### config.mk
export PLATFORM = sky130hd
export DESIGN_NAME = outgoing_port_arbiter
export DESIGN_NICKNAME = d
export VERILOG_FILES = /design/src/rtl/outgoing_port_arbiter.sv
export SDC_FILE = /design/constraint.sdc
export NUM_CORES = 1
export LEC_CHECK = 0
export BUFFER_PORTS_ARGS = -buffer_cell sky130_fd_sc_hd__buf_4
export CAP_MARGIN = 20
export CORE_UTILIZATION = 50
export DETAILED_ROUTE_END_ITERATION = 10
export HOLD_SLACK_MARGIN = 0.03
export PLACE_DENSITY = 0.76
export SYNTH_ARGS = -nofsm -noshare
export SYNTH_HDL_FRONTEND = slang
export SYNTH_SLANG_ARGS = --single-unit
### constraint.sdc
create_clock -name clk -period 3.3 [get_ports clk]
set_input_delay 0.495 -clock clk [delete_from_list [all_inputs] [get_ports clk]]
set_output_delay 0.495 -clock clk [all_outputs]
set_load 0.03 [all_outputs]
### src/rtl/outgoing_port_arbiter.sv
// Output port arbiter: round-robin selection among the incoming port
// handlers that target this port, followed by a small header FIFO that
// feeds the downstream link through a valid/ready handshake.
module outgoing_port_arbiter #(
  parameter int NUM_INPUTS = 4,
  parameter int FIFO_DEPTH = 4,
  parameter int ADDR_WIDTH = 12,
  parameter int REQ_WIDTH  = 4
) (
  input  logic                             clk,
  input  logic                             reset,
  input  logic [NUM_INPUTS-1:0]            requestIn,
  input  logic [NUM_INPUTS*ADDR_WIDTH-1:0] destinationAddressIn,
  input  logic [NUM_INPUTS*REQ_WIDTH-1:0]  requesterAddressIn,
  input  logic [NUM_INPUTS-1:0]            readIn,
  input  logic [NUM_INPUTS-1:0]            writeIn,
  output logic [NUM_INPUTS-1:0]            grantOut,
  output logic                             validOut,
  input  logic                             readyIn,
  output logic [ADDR_WIDTH-1:0]            destinationAddressOut,
  output logic [REQ_WIDTH-1:0]             requesterAddressOut,
  output logic                             readOut,
  output logic                             writeOut,
  output logic [$clog2(FIFO_DEPTH):0]      fifoCount
);

  localparam int RR_W  = $clog2(NUM_INPUTS);
  localparam int SUM_W = RR_W + 1;
  localparam int PTR_W = $clog2(FIFO_DEPTH);
  localparam int CNT_W = PTR_W + 1;
  localparam logic [CNT_W-1:0] FULL_COUNT = CNT_W'(FIFO_DEPTH);
  localparam logic [SUM_W-1:0] NUM_SUM    = SUM_W'(NUM_INPUTS);
  localparam logic [RR_W-1:0]  LAST_INPUT = RR_W'(NUM_INPUTS - 1);

  logic [RR_W-1:0]  rrPtr;
  logic [PTR_W-1:0] wrPtr;
  logic [PTR_W-1:0] rdPtr;
  logic [CNT_W-1:0] count;

  logic [ADDR_WIDTH-1:0] addrMem  [FIFO_DEPTH];
  logic [REQ_WIDTH-1:0]  reqMem   [FIFO_DEPTH];
  logic                  readMem  [FIFO_DEPTH];
  logic                  writeMem [FIFO_DEPTH];

  logic             found;
  logic [RR_W-1:0]  winner;
  logic [SUM_W-1:0] scanSum;
  logic [RR_W-1:0]  scanIdx;
  logic             push;
  logic             pop;

  logic [ADDR_WIDTH-1:0] selAddr;
  logic [REQ_WIDTH-1:0]  selReq;
  logic                  selRead;
  logic                  selWrite;

  // Scan requesters starting at rrPtr and wrapping; the first set bit wins.
  always_comb begin
    found   = 1'b0;
    winner  = '0;
    scanSum = '0;
    scanIdx = '0;
    for (int k = 0; k < NUM_INPUTS; k++) begin
      scanSum = {1'b0, rrPtr} + SUM_W'(k);
      if (scanSum >= NUM_SUM) begin
        scanSum = scanSum - NUM_SUM;
      end
      scanIdx = scanSum[RR_W-1:0];
      if (!found && requestIn[scanIdx]) begin
        found  = 1'b1;
        winner = scanIdx;
      end
    end
  end

  // A push needs a requester, a free slot (no pass-through when full) and no reset.
  always_comb begin
    push = found && (count < FULL_COUNT) && !reset;
    pop  = validOut && readyIn;
    for (int i = 0; i < NUM_INPUTS; i++) begin
      grantOut[i] = push && (winner == RR_W'(i));
    end
  end

  // Route the winning handler's header fields toward the FIFO write port.
  always_comb begin
    selAddr  = '0;
    selReq   = '0;
    selRead  = 1'b0;
    selWrite = 1'b0;
    for (int i = 0; i < NUM_INPUTS; i++) begin
      if (winner == RR_W'(i)) begin
        selAddr  = destinationAddressIn[i*ADDR_WIDTH +: ADDR_WIDTH];
        selReq   = requesterAddressIn[i*REQ_WIDTH +: REQ_WIDTH];
        selRead  = readIn[i];
        selWrite = writeIn[i];
      end
    end
  end

  // Present the FIFO head; outputs are zeroed whenever the FIFO is empty.
  always_comb begin
    validOut              = (count != '0);
    fifoCount             = count;
    destinationAddressOut = '0;
    requesterAddressOut   = '0;
    readOut               = 1'b0;
    writeOut              = 1'b0;
    if (validOut) begin
      destinationAddressOut = addrMem[rdPtr];
      requesterAddressOut   = reqMem[rdPtr];
      readOut               = readMem[rdPtr];
      writeOut              = writeMem[rdPtr];
    end
  end

  // Pointer, count and storage updates; reset wins over any push or pop.
  always_ff @(posedge clk) begin
    if (reset) begin
      rrPtr <= '0;
      wrPtr <= '0;
      rdPtr <= '0;
      count <= '0;
      for (int i = 0; i < FIFO_DEPTH; i++) begin
        addrMem[i]  <= '0;
        reqMem[i]   <= '0;
        readMem[i]  <= 1'b0;
        writeMem[i] <= 1'b0;
      end
    end else begin
      if (push) begin
        addrMem[wrPtr]  <= selAddr;
        reqMem[wrPtr]   <= selReq;
        readMem[wrPtr]  <= selRead;
        writeMem[wrPtr] <= selWrite;
        wrPtr           <= wrPtr + 1'b1;
        rrPtr           <= (winner == LAST_INPUT) ? '0 : winner + 1'b1;
      end
      if (pop) begin
        rdPtr <= rdPtr + 1'b1;
      end
      case ({push, pop})
        2'b10:   count <= count + 1'b1;
        2'b01:   count <= count - 1'b1;
        default: count <= count;
      endcase
    end
  end

endmodule

==> results.txt <==
Die X - 93.8 um
Slew HR - 0.369
Initial antenna violation count - 0
Largest net degree at the start of global routing - 23
Status - finished clean
Place WS - 177 ps
Syn Area/Cell - 11.9 sq um
Yosys warnings - 0
Port bufs - 104
Area Growth Syn to Fin - 26.0%
First-pass GRT wire length - 17100 um
Crit path DAT - 3200 ps
Gpl congestion - 0.837
Final Max Slew Viols - 0
CP Capture Type - register
Die Height - 93.8 um
Drt total wl - 10900 um
Cell Pwr Density - 830 nW/um^2
Layout cell share with drive strength beyond 1 - 0.365
Global route overflow - 0
Die area - 8800 sq um
Final Skew - 10.3 ps
Buf/Inv on CP - 2
Slew @ Worst Pin - 944 ps
Reg clk slew, reported paths - 80 ps
CP Launch Type - register
Total leakage power - 2.19 nW
Nets - 548
Setup slack, reg-to-reg - 280 ps
Inserted Diodes - 0
Worst Path Max Fanout - 10
CP max stage cell - nor2b_1
Count of cell types in the netlist - 37
Initial Utilization - 0.515
DR pass1 iterations - 5
Max Fclk - 331 MHz
CP cell instances - a21oi_1 -> o21a_1 -> o22a_1 -> inv_1 -> ha_1 -> nor2b_1 -> buf_4 -> a221o_1 -> o221ai_1 -> nor2_1
Post-synth top area cell - edfxtp_1
VDD IR-drop max - 702 uV
Starting DRT DRC Count - 248
Mapped Area - 4210 sq um
Fin cells - 573
Sink Count - 83
MaxCap Viol Count - 0
Final worst path period need - 3020 ps
RSZ-0062 raised after global routing - no
Mapped Cells - 355
Largest stage delay on the critical path - 770 ps
Post-detail-place hpwl - 7680 um
Hold WC Path Type - in2reg
Hold slack - 423 ps
Clock latency on the worst-skew pair - 350 ps
DRT antenna net count - 0
CTS H-Tree Depth - 3
Clock Tree Root - clkbuf_8
Vias/cell - 5.73
Worst Path Required - 3480 ps
Commonest cells after routing, fill and taps aside - buf_4 (122), edfxtp_1 (72), nor2_1 (71), and2_1 (22)
Post-synthesis sequential area ratio - 0.565
CTS tree - yes
CP delay by family, top - simple AND/OR/NAND/NOR gates
Vias in the first global route - 3468
Pint - 2.67 mW
Period utilization - 0.917
Setup ws final - 275 ps
Fin. Hold Viols - 0
Gr usage total - 0.267
Residual DRC - 0
Cts bufs inserted - 9
I/O pin cnt - 105
Wire per inst - 19.1 um
Hold Buf Count CTS - 0
#FFs+latches synth - 83
Critical path type - reg2reg
P_sw - 1.74 mW
Vias - 3281
Count of standard-cell rows - 33
Combinational share of power - 0.487
Switching share of power - 0.394
Top post-synthesis cells by area - edfxtp_1 (51%), mux4_2 (9.6%), nor2_1 (6.3%)
Synthesized Nets - 440
Core Area - 8180 sq um
Synth top area share - 0.513
Dpl cells - 555
TNS Setup - 0 ps
Sequential power share - 0.373
Commonest non-fill, non-tap cell in the layout - buf_4
Clock Path Buffers - 2
Placement Cell Area - 5120 sq um
Clock Power Share - 0.140
# setup viols final - 0
Fin area - 5310 sq um
-- layout make-up --
type | instances | area [sq um]
Fill cell | 653 | 2870
Sequential cell | 83 | 2380
Multi-Input combinational cell | 225 | 1630
Timing Repair Buffer | 122 | 916
Clock buffer | 11 | 131
Tap cell | 105 | 131
Inverter | 22 | 86.3
Clock inverter | 5 | 30.0
-- worst reg2reg max path, cell delays in order (launching register included) --
cell and delay [ps]:
dfxtp_1 450, a21oi_1 120, o21a_1 180, o22a_1 230
inv_1 100, ha_1 220, nor2b_1 770, buf_4 290
a221o_1 150, o221ai_1 190, nor2_1 160
-- synthesized netlist by cell type --
master and count:
mux2i_1 1, nand2b_1 2, nand2_1 14, a21oi_1 20
nor2_1 71, ha_1 5, clkbuf_1 12, nor4_2 1
buf_2 8, inv_2 1, clkbuf_2 1, o2bb2ai_1 1
nor3_1 3, xor2_1 3, buf_1 1, dfxtp_1 11
o21ai_0 6, o22a_1 1, nor2b_1 1, a22oi_1 10
a221o_1 15, nand3b_1 2, mux4_2 18, o221ai_1 8
fa_1 1, and2_1 22, inv_1 21, nor2_2 9
nand3_1 2, nor3_4 1, o21a_1 1, xnor2_1 2
buf_6 2, or2_2 2, or3_1 3, edfxtp_1 72
buf_4 1
-- state kept, by name, indices dropped and copies added (netlist names), named ones only --
register and cells:
readMem 4, writeMem 4, rdPtr 2, fifoCount 3
reqMem 16, wrPtr 2, rrPtr 2, addrMem 48
-- final timing paths --
| check | startpoint | to | cells past startpoint |
|---|---|---|---|
| worst max register to register | rrPtr[1] | addrMem[1][0] | 10 |
| worst max-delay path | rrPtr[1] | addrMem[1][0] | 10 |
| worst min-delay path | reset | register | 2 |
| worst min register to register | rdPtr[1] | register | 2 |
-- timing repair --
action	4_1_cts	5_1_grt
gates resized for setup	0	2
setup buffers	0	2
setup endpoints to repair	0	1
-- layer usage --
| metal | vias to the layer above | share of wire | track usage |
|---|---|---|---|
| li1 | 1506 | - | - |
| met1 | 1586 | 0.37 | 0.318 |
| met2 | 171 | 0.53 | 0.477 |
| met3 | 18 | 0.091 | 0.0502 |
| met4 | 0 | 0.018 | 0.0962 |
| met5 | - | 0 | 0 |
-- metrics by stage --
step / power, mW / util
after global routing: 4.66 / 0.649
after floorplan: 3.11 / -
final: 4.40 / 0.649
after global placement: 3.73 / 0.627
after CTS: 4.41 / 0.647
after detailed placement: 3.80 / 0.627
-- power groups by stage --
stage	registers, mW	logic, mW	clock network (mW)
3_5_place_dp	1.66	2.14	0
6_report	1.64	2.15	0.616
3_3_place_gp	1.64	2.09	0
5_1_grt	1.67	2.33	0.664
2_1_floorplan	1.64	1.47	0
4_1_cts	1.64	2.15	0.621
-- kinds of logic after synthesis --
family,synth area share
AO/OA/AOI/OAI,0.107
buffers and inverters,0.0490
flip-flops,0.565
AND/OR/NAND/NOR,0.150
adder cells (fa/ha/maj),0.0196
multiplexers,0.0986
XOR/XNOR,0.0104
Power figures use the tool's default switching activity.
